--- src/rtl/sopc_bus_arbiter.sv ---
// Two-master round-robin arbiter in front of the min-SOPC data RAM.
// Master 0 is the core's data port, master 1 the debug/loader port.
module sopc_bus_arbiter #(
    parameter int AW      = 32,
    parameter int DW      = 32,
    parameter int TIMEOUT = 16
) (
    input  logic            clk,
    input  logic            rst,

    input  logic            m0_req,
    input  logic            m0_we,
    input  logic [AW-1:0]   m0_addr,
    input  logic [DW/8-1:0] m0_sel,
    input  logic [DW-1:0]   m0_wdata,
    output logic [DW-1:0]   m0_rdata,
    output logic            m0_ack,
    output logic            m0_err,
    output logic            m0_stall,

    input  logic            m1_req,
    input  logic            m1_we,
    input  logic [AW-1:0]   m1_addr,
    input  logic [DW/8-1:0] m1_sel,
    input  logic [DW-1:0]   m1_wdata,
    output logic [DW-1:0]   m1_rdata,
    output logic            m1_ack,
    output logic            m1_err,
    output logic            m1_stall,

    output logic            s_ce,
    output logic            s_we,
    output logic [AW-1:0]   s_addr,
    output logic [DW/8-1:0] s_sel,
    output logic [DW-1:0]   s_wdata,
    input  logic [DW-1:0]   s_rdata,
    input  logic            s_ack,

    output logic [1:0]      grant
);

    localparam int WW   = (TIMEOUT > 0) ? $clog2(TIMEOUT + 1) : 1;
    localparam int LAST = (TIMEOUT > 0) ? TIMEOUT - 1 : 0;
    localparam logic [WW-1:0] WDOG_LAST = WW'(LAST);

    typedef enum logic [1:0] {
        IDLE = 2'd0,
        G0   = 2'd1,
        G1   = 2'd2
    } state_t;

    state_t          state_q, state_d;
    logic            last_q, last_d;
    logic [WW-1:0]   wdog_q, wdog_d;

    // Master fields gathered into index-addressable vectors (index = master number).
    logic [1:0]            req_v;
    logic [1:0]            we_v;
    logic [1:0][AW-1:0]    addr_v;
    logic [1:0][DW/8-1:0]  sel_v;
    logic [1:0][DW-1:0]    wdata_v;
    logic [1:0][DW-1:0]    rdata_v;
    logic [1:0]            ack_v;
    logic [1:0]            err_v;
    logic [1:0]            stall_v;

    assign req_v   = {m1_req,   m0_req};
    assign we_v    = {m1_we,    m0_we};
    assign addr_v  = {m1_addr,  m0_addr};
    assign sel_v   = {m1_sel,   m0_sel};
    assign wdata_v = {m1_wdata, m0_wdata};

    logic granted;
    logic cur_idx;
    logic cur_req;
    logic wdog_hit;
    logic xfer_ack;
    logic xfer_err;

    assign granted  = (state_q != IDLE);
    assign cur_idx  = (state_q == G1);
    assign cur_req  = req_v[cur_idx];
    assign wdog_hit = (TIMEOUT > 0) && (wdog_q == WDOG_LAST);
    // An ack in the expiry cycle takes precedence over the watchdog.
    assign xfer_ack = granted & cur_req & s_ack;
    assign xfer_err = granted & cur_req & ~s_ack & wdog_hit;

    // A requester that withdraws mid-grant sees the slave disabled at once.
    assign s_ce    = granted & cur_req;
    assign s_we    = s_ce & we_v[cur_idx];
    assign s_addr  = s_ce ? addr_v[cur_idx]  : '0;
    assign s_sel   = s_ce ? sel_v[cur_idx]   : '0;
    assign s_wdata = s_ce ? wdata_v[cur_idx] : '0;

    assign grant = {state_q == G1, state_q == G0};

    generate
        for (genvar gi = 0; gi < 2; gi++) begin : g_master
            logic own;
            assign own          = granted && (cur_idx == 1'(gi));
            assign ack_v[gi]    = own & xfer_ack;
            assign err_v[gi]    = own & xfer_err;
            assign rdata_v[gi]  = own ? s_rdata : '0;
            assign stall_v[gi]  = req_v[gi] & ~ack_v[gi] & ~err_v[gi];
        end
    endgenerate

    assign m0_rdata = rdata_v[0];
    assign m0_ack   = ack_v[0];
    assign m0_err   = err_v[0];
    assign m0_stall = stall_v[0];
    assign m1_rdata = rdata_v[1];
    assign m1_ack   = ack_v[1];
    assign m1_err   = err_v[1];
    assign m1_stall = stall_v[1];

    always_ff @(posedge clk) begin
        if (rst) begin
            state_q <= IDLE;
            last_q  <= 1'b1;
            wdog_q  <= '0;
        end else begin
            state_q <= state_d;
            last_q  <= last_d;
            wdog_q  <= wdog_d;
        end
    end

    always_comb begin
        state_d = state_q;
        last_d  = last_q;
        wdog_d  = wdog_q;
        case (state_q)
            IDLE: begin
                wdog_d = '0;
                case (req_v)
                    2'b01:   state_d = G0;
                    2'b10:   state_d = G1;
                    2'b11:   state_d = last_q ? G0 : G1;
                    default: state_d = IDLE;
                endcase
            end
            G0, G1: begin
                // Completion, watchdog expiry and abort all retire the grant the same way.
                if (!cur_req || s_ack || xfer_err) begin
                    state_d = IDLE;
                    last_d  = cur_idx;
                    wdog_d  = '0;
                end else if (TIMEOUT > 0) begin
                    wdog_d = wdog_q + WW'(1);
                end
            end
            default: begin
                state_d = IDLE;
                wdog_d  = '0;
            end
        endcase
    end

endmodule
--- config.mk ---
export PLATFORM = sky130hd
export DESIGN_NAME = sopc_bus_arbiter
export DESIGN_NICKNAME = d
export VERILOG_FILES = /design/src/rtl/sopc_bus_arbiter.sv
export SDC_FILE = /design/constraint.sdc
export NUM_CORES = 1
export LEC_CHECK = 0
export ABC_CLOCK_PERIOD_IN_PS = 1900
export CAP_MARGIN = 20
export CORE_AREA = 2 2 122 124
export DETAILED_ROUTE_END_ITERATION = 12
export DIE_AREA = 0 0 124 126
export GPL_TIMING_DRIVEN = 0
export HOLD_SLACK_MARGIN = 0.06
export MAX_ROUTING_LAYER = met4
export SLEW_MARGIN = 20
export SYNTH_ARGS = -nofsm -noshare
export SYNTH_HDL_FRONTEND = slang
export SYNTH_SLANG_ARGS = --single-unit
--- constraint.sdc ---
create_clock -name clk -period 1.9 [get_ports clk]
set_input_delay 0.475 -clock clk [delete_from_list [all_inputs] [get_ports clk]]
set_output_delay 0.475 -clock clk [all_outputs]
set_load 0.01 [all_outputs]
==> flow_summary.yaml <==
setup_path:
  critPathRequiredTime_ns: 1.42
  end_kind: "output pin"
  setup.worst_path.start: "state_q[0]$_SDFFE_PP0P_"
  worstSetupStartpointType: "register"
  crit_path_end: "m0_ack"
  crit_type: "reg -> out"
  cp.arrival_ns: 1.85
  r2r-start: "wdog_q[0]$_SDFF_PP0_"
  reg2reg_slack_ns: 0.11
  reg2regPathDepth: 6
  critPathMaxFanout: 5
  r2r-end: "wdog_q[4]$_SDFF_PP0_"
placed_design:
  dp_hpwl_um: 10200
  place.gp.congestion: 0.851
  portBuffers: 315
yosys:
  ys_types: 29
  syn-instance-count: 282
  synth_top_area_share_pct: 36.8
  synthesis.nets: 463
  synth_fa_ha_area_share_pct: 3.84
  synthMuxAreaShare_pct: 36.8
  synth_area_leaders: "mux2i_1 37%, and2_1 21%, nor2_1 14%, dfxtp_1 8.2%, buf_2 4.1%"
  synthSimpleGateAreaFrac_pct: 40.7
  synth-xor-area-share_pct: 0.895
  synth_seq_area_share_pct: 8.18
  synth_edf_count: 0
  synth_top_cell_by_area: "mux2i_1"
  yosys_warnings: 0
  yosys_most_used_dff: "dfxtp_1"
  avgSynthCellArea_sq_um: 6.94
  syn_area_sq_mm: 0.00196
  synth_compound_gate_area_share_pct: 2.62
  synth_top_family_by_area: "simple AND/OR/NAND/NOR gates"
  synth_seq_cells: 8
  async_flop_share_pct: 0
floorplan:
  die-area_sq_mm: 0.0156
  start_util_pct: 13.7
  coreArea_sq_mm: 0.0143
  die_h_um: 126
  rows: 44
  die-width_um: 124
  pin_count: 317
global_routing:
  antenna_found_initial: 0
  first_global_vias: 3281
  grt_overflow: 0
  grtUsageTotal_pct: 15.1
  grt_max_degree: 11
  grt_pass1_wl_um: 17900
layout:
  nets: 805
  most-common-layout-cells: "202 x clkdlybuf4s50_1, 69 x buf_2, 55 x and2_1, 55 x mux2i_1, 45 x buf_6"
  fill_cells: 1397
  drive_above_1_share_pct: 41.6
  areaGrowthSynthToFinish_pct: 217
  insertedDiodeCount: 0
  final_common_cell: "clkdlybuf4s50_1"
power_and_ir_drop:
  leakagePower_uw: 0.00256
  p_total_uw: 2210
  p_per_area_mw_per_mm2: 356
  ir_worst_vdd_v: 0.000239
sta:
  finalMaxSlewViolations: 0
  hold_ws_ns: 0.456
  skew_ns: 0.000520
  post-route-period-util_pct: 122
  rsz0062_at_grt: "true"
  slew_headroom_pct: 72.3
  period_minus_slack_ns: 2.32
  max_freq_ghz: 0.430
  finalSetupViolCount: 139
  fin_ws_ns: -0.425
  hold_viol_final: 0
  worst_slew_pin_slew_ns: 0.416
cts:
  cts_buffers: 3
  cts_tree: "built"
  clockRootBuffer: "clkbuf_16"
  clk_latency_ns: 0.23
  clockBufferDepth: 2
  cts_sinks: 8
  htree_levels: 1
  cts.reportedPaths.clkPinSlew_ns: 0.04
route:
  avgViaCountPerCell: 4.07
  first_pass_iters: 4
  ant_nets: 0
  route.detailed.drc: 0
  drtIter0Drc: 48
  detail_route.wl_per_cell_um: 16.6
  vias: 3283
  wl_um: 13400
min_path:
  hp-class: "reg -> reg"
  min_from: "wdog_q[0]$_SDFF_PP0_"
  hold_path_depth: 1
status:
  violations: "negative setup slack"
  status: "complete, but fails checks"
flow_run:
  maxCapViolCount: 0
-- through the flow --
step	instance area, sq um	cells	utilization (%)	setup TNS, ns	setup WS, ns
after global routing	6210	806	43.4	-55.76	-0.507
after floorplan	2010	282	-	-2.89	-0.0539
after CTS	5590	799	39.1	-48.43	-0.454
after global placement	5400	781	37.7	-121.66	-1.15
after detailed placement	5400	781	37.7	-123.38	-1.11
final	6210	806	43.4	-46.13	-0.425
-- state kept, by name, summed over array words and instances (netlist names) --
name,cells
state_q,2
wdog_q,5
last_q,1
-- critical path, stage by stage, from the launching register on --
cell and delay (ns):
dfxtp_2 0.34, inv_4 0.05, ha_4 0.18, mux2i_4 0.19
or2_4 0.27, buf_8 0.15, buf_12 0.14, nor3b_4 0.15
buf_2 0.16
-- Yosys cell counts (2+ instances only) --
master	number
nand3_1	2
and2_1	65
buf_2	16
inv_1	6
ha_1	6
nand2_1	3
clkbuf_1	7
nor2b_1	2
dfxtp_1	8
nor2_1	74
mux2i_1	72
and3_1	3
nand2b_1	2
-- logic make-up after synthesis --
kind of cell / after synthesis
buf+inv: 30
mux: 72
flops: 8
simple gates: 157
compound gates: 7
xor+xnor: 2
fa+ha+maj: 6
-- repair_timing --
item / 4_1_cts / 5_1_grt
hold endpoints to repair: 0 / 0
hold buffers: 0 / 0
pin swaps: 17 / 14
setup endpoints to repair: 141 / 147
cloned: 4 / 4
gates resized for setup: 540 / 143
setup buffers: 11 / 3
-- metal layers --
metal | wire length (um) | part of all wire [%] | track usage [%] | up-vias
li1 | - | - | - | 1613
met1 | 5010 | 37 | 16.9 | 1495
met2 | 6990 | 52 | 28.3 | 163
met3 | 1210 | 9.0 | 2.36 | 12
met4 | 159 | 1.2 | 2.58 | 0
met5 | 0 | 0 | - | -
-- how the worst min path moves through the flow --
stage	to	slack [ns]
after floorplan	wdog_q[0]$_SDFF_PP0_	0.42
after global placement	wdog_q[0]$_SDFF_PP0_	0.43
after detailed placement	wdog_q[0]$_SDFF_PP0_	0.45
after CTS	wdog_q[0]$_SDFF_PP0_	0.46
after global routing	wdog_q[0]$_SDFF_PP0_	0.49
final	wdog_q[0]$_SDFF_PP0_	0.46
-- cell type report --
cell class | instances | area [sq um] | area share [%]
sequential | 8 | 165 | 2.66
multi-input combinational | 244 | 2160 | 34.7
inverter | 6 | 25.0 | 0.403
timing repair buffer | 337 | 3220 | 51.8
clock buffer | 3 | 75.1 | 1.21
buffer | 24 | 340 | 5.48
tap | 184 | 230 | 3.71
-- where the power goes --
part / switching [uW] / internal [uW] / leakage [uW] / total (uW)
clock: 90.0 / 272 / 0.0000370 / 362
combinational: 663 / 1000 / 0.00246 / 1670
sequential: 7.11 / 176 / 0.0000661 / 183
Power figures use the tool's default switching activity.
